===== src/rtl/uart_pkg.sv =====
// uart_pkg: types and helpers shared by the UARTsv transmit and receive paths.
// Frame: start bit, data MSB first, even parity, stop bits.
package uart_pkg;

    typedef enum logic [2:0] {
        IDLE,
        START,
        DATA,
        PARITY,
        STOP
    } tx_state_t;

    localparam int DEF_DATA_BITS = 8;
    localparam int DEF_STOP_BITS = 2;
    localparam int FRAME_BITS    = 2 + DEF_DATA_BITS + DEF_STOP_BITS;
    localparam int MAX_DATA_BITS = 32;

    // Zero-extension of the argument leaves the XOR unchanged.
    function automatic logic even_parity(
        input logic [MAX_DATA_BITS-1:0] d
    );
        return ^d;
    endfunction

    function automatic int frame_bits(
        input int data_bits,
        input int stop_bits
    );
        return 2 + data_bits + stop_bits;
    endfunction

endpackage


===== src/rtl/uart_tx_fifo.sv =====
// uart_tx_fifo: synchronous word FIFO feeding the UART transmitter.
// Full/empty decode the registered count; writes while full are dropped.
module uart_tx_fifo #(
    parameter int DATA_BITS  = 8,
    parameter int FIFO_DEPTH = 8
) (
    input  logic                              i_clk,
    input  logic                              i_rst_n,
    input  logic                              i_wr,
    input  logic [DATA_BITS-1:0]              i_wr_data,
    input  logic                              i_pop,
    output logic [DATA_BITS-1:0]              o_rd_data,
    output logic                              o_full,
    output logic                              o_empty,
    output logic [$clog2(FIFO_DEPTH+1)-1:0]   o_count,
    output logic                              o_overflow
);

    localparam int AW = $clog2(FIFO_DEPTH);
    localparam int CW = $clog2(FIFO_DEPTH + 1);

    logic [DATA_BITS-1:0] r_mem [FIFO_DEPTH];
    logic [AW-1:0]        r_wr_ptr;
    logic [AW-1:0]        r_rd_ptr;
    logic [CW-1:0]        r_count;
    logic                 r_overflow;
    logic                 w_push;
    logic                 w_pop;

    assign o_full  = (r_count == CW'(FIFO_DEPTH));
    assign o_empty = (r_count == '0);
    assign w_push  = i_wr && !o_full;
    assign w_pop   = i_pop && !o_empty;

    always_ff @(posedge i_clk) begin
        if (w_push) begin
            r_mem[r_wr_ptr] <= i_wr_data;
        end
    end

    // Power-of-two depth lets the pointers wrap on their own.
    always_ff @(posedge i_clk or negedge i_rst_n) begin
        if (!i_rst_n) begin
            r_wr_ptr   <= '0;
            r_rd_ptr   <= '0;
            r_count    <= '0;
            r_overflow <= 1'b0;
        end else begin
            r_overflow <= i_wr && o_full;
            if (w_push) begin
                r_wr_ptr <= r_wr_ptr + AW'(1);
            end
            if (w_pop) begin
                r_rd_ptr <= r_rd_ptr + AW'(1);
            end
            unique case ({w_push, w_pop})
                2'b10:   r_count <= r_count + CW'(1);
                2'b01:   r_count <= r_count - CW'(1);
                default: r_count <= r_count;
            endcase
        end
    end

    assign o_rd_data  = r_mem[r_rd_ptr];
    assign o_count    = r_count;
    assign o_overflow = r_overflow;

endmodule


===== src/rtl/uart_tx.sv =====
// uart_tx: transmit half of the UARTsv core.
// FIFO-buffered, CTS-gated serialiser with its own baud divider.
module uart_tx
    import uart_pkg::*;
#(
    parameter int SYSCLK_RATE = 4,
    parameter int BAUD_RATE   = 1,
    parameter int DATA_BITS   = 8,
    parameter int STOP_BITS   = 2,
    parameter int FIFO_DEPTH  = 8
) (
    input  logic                            SysClk,
    input  logic                            Rst,
    input  logic [DATA_BITS-1:0]            Tx_Data,
    input  logic                            Tx_Write,
    input  logic                            CTS,
    output logic                            Tx,
    output logic                            Tx_Busy,
    output logic                            Tx_Full,
    output logic                            Tx_Empty,
    output logic [$clog2(FIFO_DEPTH+1)-1:0] Tx_Count,
    output logic                            Overflow
);

    localparam int DIV = SYSCLK_RATE / BAUD_RATE;
    localparam int DW  = $clog2(DIV);
    localparam int BW  = $clog2(DATA_BITS + 1);
    localparam int CW  = $clog2(FIFO_DEPTH + 1);

    tx_state_t            r_state;
    tx_state_t            w_state_next;
    logic [DW-1:0]        r_div;
    logic [BW-1:0]        r_bit;
    logic [DATA_BITS-1:0] r_shift;
    logic [DATA_BITS-1:0] w_shift_next;
    logic                 r_par;
    logic                 w_par_next;
    logic                 r_tx;
    logic                 w_tx_next;
    logic                 w_pop;
    logic                 w_tick;
    logic                 w_last_data;
    logic                 w_last_stop;
    logic                 w_can_start;
    logic [DATA_BITS-1:0] w_head;
    logic                 w_full;
    logic                 w_empty;
    logic                 w_overflow;
    logic [CW-1:0]        w_count;

    uart_tx_fifo #(
        .DATA_BITS  (DATA_BITS),
        .FIFO_DEPTH (FIFO_DEPTH)
    ) u_fifo (
        .i_clk      (SysClk),
        .i_rst_n    (Rst),
        .i_wr       (Tx_Write),
        .i_wr_data  (Tx_Data),
        .i_pop      (w_pop),
        .o_rd_data  (w_head),
        .o_full     (w_full),
        .o_empty    (w_empty),
        .o_count    (w_count),
        .o_overflow (w_overflow)
    );

    assign w_tick      = (r_div == DW'(DIV - 1));
    assign w_last_data = (r_bit == BW'(DATA_BITS - 1));
    assign w_last_stop = (r_bit == BW'(STOP_BITS - 1));
    assign w_can_start = !w_empty && CTS;

    always_ff @(posedge SysClk or negedge Rst) begin
        if (!Rst) begin
            r_state <= IDLE;
        end else begin
            r_state <= w_state_next;
        end
    end

    // CTS is only consulted where a new frame could begin.
    always_comb begin
        w_state_next = r_state;
        w_pop        = 1'b0;
        unique case (r_state)
            IDLE: begin
                if (w_can_start) begin
                    w_state_next = START;
                    w_pop        = 1'b1;
                end
            end
            START: begin
                if (w_tick) begin
                    w_state_next = DATA;
                end
            end
            DATA: begin
                if (w_tick && w_last_data) begin
                    w_state_next = PARITY;
                end
            end
            PARITY: begin
                if (w_tick) begin
                    w_state_next = STOP;
                end
            end
            STOP: begin
                if (w_tick && w_last_stop) begin
                    if (w_can_start) begin
                        w_state_next = START;
                        w_pop        = 1'b1;
                    end else begin
                        w_state_next = IDLE;
                    end
                end
            end
            default: w_state_next = IDLE;
        endcase
    end

    always_comb begin
        w_shift_next = r_shift;
        w_par_next   = r_par;
        if (w_pop) begin
            w_shift_next = w_head;
            w_par_next   = even_parity(MAX_DATA_BITS'(w_head));
        end else if (r_state == DATA && w_tick && !w_last_data) begin
            w_shift_next = {r_shift[DATA_BITS-2:0], 1'b0};
        end
    end

    // Line level is computed for the state being entered, then registered.
    always_comb begin
        w_tx_next = 1'b1;
        unique case (w_state_next)
            START:   w_tx_next = 1'b0;
            DATA:    w_tx_next = w_shift_next[DATA_BITS-1];
            PARITY:  w_tx_next = w_par_next;
            default: w_tx_next = 1'b1;
        endcase
    end

    always_ff @(posedge SysClk or negedge Rst) begin
        if (!Rst) begin
            r_div   <= '0;
            r_bit   <= '0;
            r_shift <= '0;
            r_par   <= 1'b0;
            r_tx    <= 1'b1;
        end else begin
            r_shift <= w_shift_next;
            r_par   <= w_par_next;
            r_tx    <= w_tx_next;
            if (r_state == IDLE || w_tick) begin
                r_div <= '0;
            end else begin
                r_div <= r_div + DW'(1);
            end
            if (w_state_next != r_state) begin
                r_bit <= '0;
            end else if (w_tick) begin
                r_bit <= r_bit + BW'(1);
            end
        end
    end

    assign Tx       = r_tx;
    assign Tx_Busy  = (r_state != IDLE);
    assign Tx_Full  = w_full;
    assign Tx_Empty = w_empty;
    assign Tx_Count = w_count;
    assign Overflow = w_overflow;

endmodule


===== config.mk =====
export PLATFORM = sky130hd
export DESIGN_NAME = uart_tx
export DESIGN_NICKNAME = d
export VERILOG_FILES = /design/src/rtl/uart_pkg.sv /design/src/rtl/uart_tx_fifo.sv /design/src/rtl/uart_tx.sv
export SDC_FILE = /design/constraint.sdc
export NUM_CORES = 1
export LEC_CHECK = 0
export CAP_MARGIN = 20
export CORE_ASPECT_RATIO = 0.7
export CORE_MARGIN = 2
export CORE_UTILIZATION = 50
export DETAILED_ROUTE_END_ITERATION = 16
export GPL_ROUTABILITY_DRIVEN = 0
export PLACE_DENSITY_LB_ADDON = 0.08
export SETUP_SLACK_MARGIN = 0.02
export SYNTH_ARGS = -nofsm -noshare
export SYNTH_HDL_FRONTEND = slang
export SYNTH_HIERARCHICAL = 1
export SYNTH_SLANG_ARGS = --single-unit

===== constraint.sdc =====
create_clock -name SysClk -period 4.3 [get_ports SysClk]
set_clock_uncertainty 0.05 [all_clocks]
set_input_delay 0.86 -clock SysClk [delete_from_list [all_inputs] [get_ports SysClk]]
set_output_delay 0.86 -clock SysClk [all_outputs]
set_load 0.01 [all_outputs]

# After elaboration in Yosys (flattened, before gate mapping)
# Memory sizes are Yosys's and may differ from the RTL's.
# Index checks and enable logic that the tools add are counted.
[op_classes] add_sub_neg=6 n_eq_ne=14 n_mux=20 n_reduce_logical=19
[op_table] op="$reduce_xor A32 Y1" count=1
[op_table] op="$mux W8" count=2
[op_table] op="$mux W3" count=5
[op_table] op="$pmux W3 S5" count=1
[op_table] op="$eq A3 B2 Y1 const B" count=4
[op_table] op="$add A4 B1 Y4 const B" count=2
[op_table] op="$logic_and A1 B1 Y1" count=8
[op_table] op="$mux W4" count=2
[op_table] op="$pmux W4 S2" count=1
[op_table] op="$add A3 B1 Y3 const B" count=2
[op_table] op="$eq A3 B1 Y1 const B" count=2
[op_table] op="$mux W1" count=6
[op_table] op="$reduce_bool A2 Y1" count=3
[op_table] op="$eq A2 B2 Y1 const B" count=2
[op_table] op="$eq A4 B1 Y1 const B" count=1
[op_table] op="$eq A4 B3 Y1 const B" count=1
[op_table] op="$eq A4 B4 Y1 const B" count=1
[op_table] op="$logic_not A4 Y1" count=1
[op_table] op="$sub A4 B1 Y4 const B" count=1
[op_table] op="$eq A3 B3 Y1 const B" count=1
[op_table] op="$logic_not A1 Y1" count=3
[op_table] op="$logic_not A3 Y1" count=1
[op_table] op="$ne A3 B3 Y1" count=1
[op_table] op="$pmux W1 S3" count=1
[op_table] op="other kinds (6)" count=6
[word_totals] reg_bits=30 mem_bits_rw=64 in_bits=12 out_inout_bits=9 word_cells=71 n_memories=1
[mem_list] name="u_fifo.r_mem" words=8 width=8 rd=1 rd_ports_with_merged_regs=0 write_ports=1 line_no="uart_tx_fifo.sv:22" text="logic [DATA_BITS-1:0] r_mem [FIFO_DEPTH];"

# Depth between registers and ports, before layout
[logic_depth] ltp_word=9 ltp_mapped=12 ltp_nobuf=11

# Hierarchy
# Netlist, hierarchy kept.
[by_module_without_submodules] module="uart_tx_fifo" n_inst=1 cells_per_inst=162 area_per_inst_um2=3165.5 seq_area_each_um2=2197.1
[by_module_without_submodules] module="uart_tx" n_inst=1 cells_per_inst=102 area_per_inst_um2=1077.3 seq_area_each_um2=476.7

# Least setup slack after synthesis
# No wires, ideal clock.
[synth_path] path_kind="input to register" start="input CTS" end="register u_fifo.r_count[3] (netlist: u_fifo/o_count[3])" arrival_time_ns=3.303 required_time_ns=4.116 setup_slack_ns=0.813 path_stages=10 path_buffers=1 cell_sequence="or4b_4 a21oi_4 buf_6 o41ai_2 inv_1 ha_1 ha_1 or4b_2 o311ai_0 o211ai_1"
[synth_via] elab_chain_cells=7 elab_cells_between_ends=9 classes_between="eq/ne: 2; mux: 4; reduce/logical: 3"
[synth_rtl] item="start, declared" line_no="uart_tx.sv:16" text="input logic CTS,"
[synth_rtl] item="$logic_and A1 B1 Y1 (*)" line_no="uart_tx.sv:70" text="assign w_can_start = !w_empty && CTS;"
[synth_rtl] item="$mux W1 (*)" line_no="uart_tx.sv:86, uart_tx.sv:108"
[synth_rtl] item="$mux W1" line_no="uart_tx.sv:107" text="if (w_tick && w_last_stop) begin"
[synth_rtl] item="$pmux W1 S2 (*)" line_no="uart_tx.sv:84" text="unique case (r_state)"
[synth_rtl] item="named net w_pop" line_no="uart_tx.sv:40" text="logic w_pop;"
[synth_rtl] item="$logic_and A1 B1 Y1 (*)" line_no="uart_tx_fifo.sv:33" text="assign w_pop = i_pop && !o_empty;"
[synth_rtl] item="named net u_fifo.w_pop" line_no="uart_tx_fifo.sv:28" text="logic w_pop;"
[synth_rtl] item="$eq A2 B1 Y1 / $eq A2 B2 Y1 (equally long branches)" line_no="uart_tx_fifo.sv:56" text="unique case ({w_push, w_pop})"
[synth_rtl] item="$pmux W4 S2 / $reduce_bool A2 Y1 (equally long branches)"
[synth_rtl] item="end signal, assigned" line_no="uart_tx_fifo.sv:57" text="2'b10: r_count <= r_count + CW'(1);"
[synth_rtl] item="end signal, assigned" line_no="uart_tx_fifo.sv:58" text="2'b01: r_count <= r_count - CW'(1);"
[synth_rtl] item="end signal, assigned" line_no="uart_tx_fifo.sv:59" text="default: r_count <= r_count;"
[synth_rtl] item="end, declared" line_no="uart_tx_fifo.sv:25" text="logic [CW-1:0] r_count;"
# The timed path passes the listed nets; every way through them passes the cells marked *.
# A chain may end at the register's enable or synchronous reset.

# Worst setup path after layout
[layout_path] start="input CTS" end="register u_fifo.r_count[3] (netlist: u_fifo/o_count[3])"
[layout_via] elab_chain_cells=7 elab_cells_between_ends=9 classes_between="eq/ne: 2; mux: 4; reduce/logical: 3"
[layout_rtl] item="$logic_and A1 B1 Y1 (*)" line_no="uart_tx.sv:70"
[layout_rtl] item="$mux W1 (*)" line_no="uart_tx.sv:86, uart_tx.sv:108"
[layout_rtl] item="$mux W1" line_no="uart_tx.sv:107"
[layout_rtl] item="$pmux W1 S2 (*)" line_no="uart_tx.sv:84"
[layout_rtl] item="$logic_and A1 B1 Y1 (*)" line_no="uart_tx_fifo.sv:33"
[layout_rtl] item="named net u_fifo.w_pop" line_no="uart_tx_fifo.sv:28"
[layout_rtl] item="$eq A2 B1 Y1 / $eq A2 B2 Y1 (equally long branches)" line_no="uart_tx_fifo.sv:56"
[layout_rtl] item="$pmux W4 S2 / $reduce_bool A2 Y1 (equally long branches)"
# Marked as above.

==> implementation parameters <==
Parameter                              Value

Logic synthesis
  Net count after synthesis ... 285
  Syn Inst Count ... 264
  Fraction of the yosys area taken by sequential cells ... 63.0%
  Number of enable flip-flop cells after synthesis ... 64
  Post-Synthesis Cell Area ... 4240 um2
  YS warnings ... 6
  Count of different cell masters after synthesis ... 50
  Most instantiated flip-flop cell in the synthesis netlist ... sky130_fd_sc_hd__edfxtp_1
  Ys async rst share ... 31.9%
  Flop and latch count out of synthesis ... 94
  Synthesized area divided by synthesized cell count ... 16.1 um2

Run status
  Status ... finished clean

Job
  Max-capacitance violation count ... 0

Drt
  DRC violation count after routing ... 0
  Number of iterations in the first detailed-routing pass ... 4
  Routed length per placed instance ... 17.7 um
  Ratio of routed vias to standard cells ... 5.48
  Vias after detailed routing ... 2182
  First DRT Iteration DRCs ... 102
  Drt total wl ... 7.05 mm
  DRT antenna net count ... 0

CTS
  Clock network latency to the later pin of the worst-skew pair ... 340 ps
  Clock sinks ... 94
  Post-CTS clock slew at the launch and capture registers of the worst setup and hold paths ... 60 ps
  Post-cts sizing count ... 0
  Buffers inserted during post-CTS setup optimization ... 0
  Number of buffers inserted during clock tree synthesis ... 9
  Number of H-tree branching levels ... 3
  TritonCTS clock tree ... built
  CTS hold repair buffers ... 0
  Buffers from clock root to sink, at most ... 2
  Clock root buffer master ... sky130_fd_sc_hd__clkbuf_16

Critical path
  Setup crit start kind ... input port
  CP Capture Type ... flip-flop
  CP arrival ... 3670 ps
  Number of buffers and inverters on the critical path ... 2
  Critical path's slowest cell ... sky130_fd_sc_hd__or4b_2
  Critical setup path kind ... in -> reg
  Critical-path maximum fanout ... 9
  CP most frequent cell ... sky130_fd_sc_hd__ha_1
  Largest delay contributor family on the critical path ... simple AND/OR/NAND/NOR gates
  Critical path data required time ... 4460 ps
  CP cell instances ... clkdlybuf4s50_1 -> or4b_4 -> a21oi_4 -> o41ai_2 -> inv_1 -> ha_1 -> ha_1 -> or4b_2 -> o311ai_0 -> o211ai_1
  CP max stage delay ... 640 ps

Worst hold path
  Worst Hold Class ... reg -> reg

Placed design
  Post-DP HPWL ... 4.62 mm
  Port Buffer Count ... 20

Global routing
  Via count of the first global-routing pass ... 2115
  GRT Residual Overflow ... 0
  Met1 demand-to-capacity share in global routing ... 26.0%
  First-pass GRT wire length ... 11.4 mm
  Met3 capacity usage during global routing ... 5.22%
  Maximum number of pins on one net before global-route repair ... 31
  Global-route total usage across every layer ... 17.0%
  GR met2 Demand/Resource ... 23.5%
  Most Used Layer, Global Route ... met1
  Initial antenna violation count ... 0

Timing
  Number of failing hold endpoints at the final stage ... 0
  Final sum of negative setup slack ... 0 ps
  Count of endpoints failing setup in the final report ... 0
  Unrepaired setup endpoints after global routing ... no
  Highest clock frequency the design can meet ... 284 MHz
  Worst Hold Margin ... 396 ps
  Tightest Pin Transition ... 1040 ps
  Headroom to the max-slew limit ... 30.5%
  Final Critical Period ... 3520 ps
  Slew Viols, Final ... 0
  Ratio of final minimum period to clock period ... 81.8%

Floorplanning
  Height of the chip ... 81.1 um
  Initial standard-cell utilization of the core ... 50.9%
  Die ar. ... 9250 um2
  Area of the core ... 8340 um2
  I/O pin count ... 21
  Number of placement rows ... 28
  Width of the die ... 114 um

Power and ir drop
  Worst IR drop on VDD ... 0.340 mV
  P_leak ... 1.79 nW
  Cell Pwr Density ... 691 nW/um2

Finish
  Most common cell after layout, fill and taps aside ... sky130_fd_sc_hd__edfxtp_1
  Fraction of final layout cells with drive strength greater than 1 ... 14.7%
  Nets ... 309
  Area growth, synth to finish ... 13.4%
  Ant diodes ... 0
  Commonest cells after routing, fill and taps aside ... sky130_fd_sc_hd__edfxtp_1 (64), sky130_fd_sc_hd__dfrtp_1 (29), sky130_fd_sc_hd__clkdlybuf4s50_1 (20)
==> where the power goes <==
part           leakage [nW]  total, mW  internal (mW)  switching [mW]
combinational         0.702       1.14          0.615           0.523
clock                 0.140      0.774          0.452           0.322
sequential            0.949       1.41           1.19           0.224
==> state kept, by name, summed over array words and instances (netlist names) <==
signal,count
u_fifo/r_rd_ptr,3
r_div,2
u_fifo/r_wr_ptr,3
r_bit,4
u_fifo/r_mem,64
r_par,1
Tx,1
u_fifo/o_overflow,1
u_fifo/o_count,4
r_shift,8
r_state,3
==> path summary, 6_finish.rpt <==
check	cells after the start	from	end	slack, ps
worst max-delay path	10	CTS	u_fifo/o_count[3]	780
worst min-delay path	1	r_div[0]	r_div[0]	400
worst max register to register	10	u_fifo/o_count[0]	u_fifo/o_count[3]	1080
worst min register to register	1	r_div[0]	r_div[0]	400
max in group asynchronous	2	Rst	Tx	3020
min in group asynchronous	2	Rst	r_bit[1]	860
==> through the flow <==
stage                     area [um2]  utilization (%)  total power, mW  std cells  setup WS [ps]
after floorplan                 4240                -             2.29        264            813
after global placement          4520             54.2             2.56        382            485
after detailed placement        4520             54.2             2.58        382            417
after CTS                       4810             57.7             3.36        398            771
after global routing            4810             57.7             3.53        398            568
final                           4810             57.7             3.33        398            783
==> cells in the mapped netlist (2+ instances only) <==
| library cell | n | share of area [%] |
|---|---|---|
| sky130_fd_sc_hd__a211oi_1 | 3 | 0.53 |
| sky130_fd_sc_hd__a21boi_0 | 2 | 0.35 |
| sky130_fd_sc_hd__a21o_1 | 5 | 0.88 |
| sky130_fd_sc_hd__a21oi_1 | 2 | 0.24 |
| sky130_fd_sc_hd__a21oi_2 | 3 | 0.62 |
| sky130_fd_sc_hd__a22o_1 | 4 | 0.83 |
| sky130_fd_sc_hd__and2_1 | 2 | 0.29 |
| sky130_fd_sc_hd__and3b_1 | 2 | 0.41 |
| sky130_fd_sc_hd__buf_1 | 2 | 0.18 |
| sky130_fd_sc_hd__buf_2 | 4 | 0.47 |
| sky130_fd_sc_hd__buf_6 | 3 | 0.80 |
| sky130_fd_sc_hd__dfrtp_1 | 29 | 17 |
| sky130_fd_sc_hd__edfxtp_1 | 64 | 45 |
| sky130_fd_sc_hd__ha_1 | 8 | 2.4 |
| sky130_fd_sc_hd__inv_1 | 12 | 1.1 |
| sky130_fd_sc_hd__mux2_2 | 11 | 2.9 |
| sky130_fd_sc_hd__mux4_1 | 16 | 9.9 |
| sky130_fd_sc_hd__nand2_1 | 12 | 1.1 |
| sky130_fd_sc_hd__nand2b_1 | 2 | 0.29 |
| sky130_fd_sc_hd__nand3_1 | 5 | 0.59 |
| sky130_fd_sc_hd__nand3b_1 | 2 | 0.35 |
| sky130_fd_sc_hd__nand4b_1 | 2 | 0.41 |
| sky130_fd_sc_hd__nor2_1 | 15 | 1.3 |
| sky130_fd_sc_hd__nor3_1 | 6 | 0.71 |
| sky130_fd_sc_hd__nor3b_1 | 5 | 0.88 |
| sky130_fd_sc_hd__o21ai_0 | 4 | 0.47 |
| sky130_fd_sc_hd__or4b_4 | 2 | 0.65 |
| sky130_fd_sc_hd__xnor2_1 | 13 | 2.7 |
| sky130_fd_sc_hd__xor2_1 | 3 | 0.62 |
==> kinds of logic after synthesis <==
| kind of cell | count (synthesis) | synth area share (%) |
|---|---|---|
| multiplexers | 28 | 13.1 |
| adder cells (fa/ha/maj) | 9 | 2.83 |
| XOR/XNOR | 16 | 3.30 |
| AND/OR/NAND/NOR | 63 | 8.61 |
| flip-flops | 94 | 63.0 |
| buffers and inverters | 23 | 3.07 |
| AO/OA/AOI/OAI | 31 | 6.10 |
==> routing by layer <==
layer / up-vias / wire length [um]
met1: 1076 / 3890
li1: 1075 / -
met5: - / 0
met3: 9 / 187
met2: 22 / 2890
met4: 0 / 80
==> worst register-to-register path: stages, from the launching register on <==
cell and delay (ps):
sky130_fd_sc_hd__dfrtp_1 510, sky130_fd_sc_hd__nor4_1 140, sky130_fd_sc_hd__or4b_4 510, sky130_fd_sc_hd__a21oi_4 140
sky130_fd_sc_hd__o41ai_2 110, sky130_fd_sc_hd__inv_1 120, sky130_fd_sc_hd__ha_1 310, sky130_fd_sc_hd__ha_1 330
sky130_fd_sc_hd__or4b_2 640, sky130_fd_sc_hd__o311ai_0 110, sky130_fd_sc_hd__o211ai_1 120
==> area by class of cell <==
| class | instances | area (um2) |
|---|---|---|
| tap | 105 | 131 |
| fill | 660 | 3530 |
| clock inverter | 5 | 60.1 |
| timing repair buffer | 24 | 230 |
| sequential | 94 | 2670 |
| inverter | 12 | 45.0 |
| clock buffer | 11 | 233 |
| multi-input combinational | 147 | 1440 |
Power figures use the tool's default switching activity.
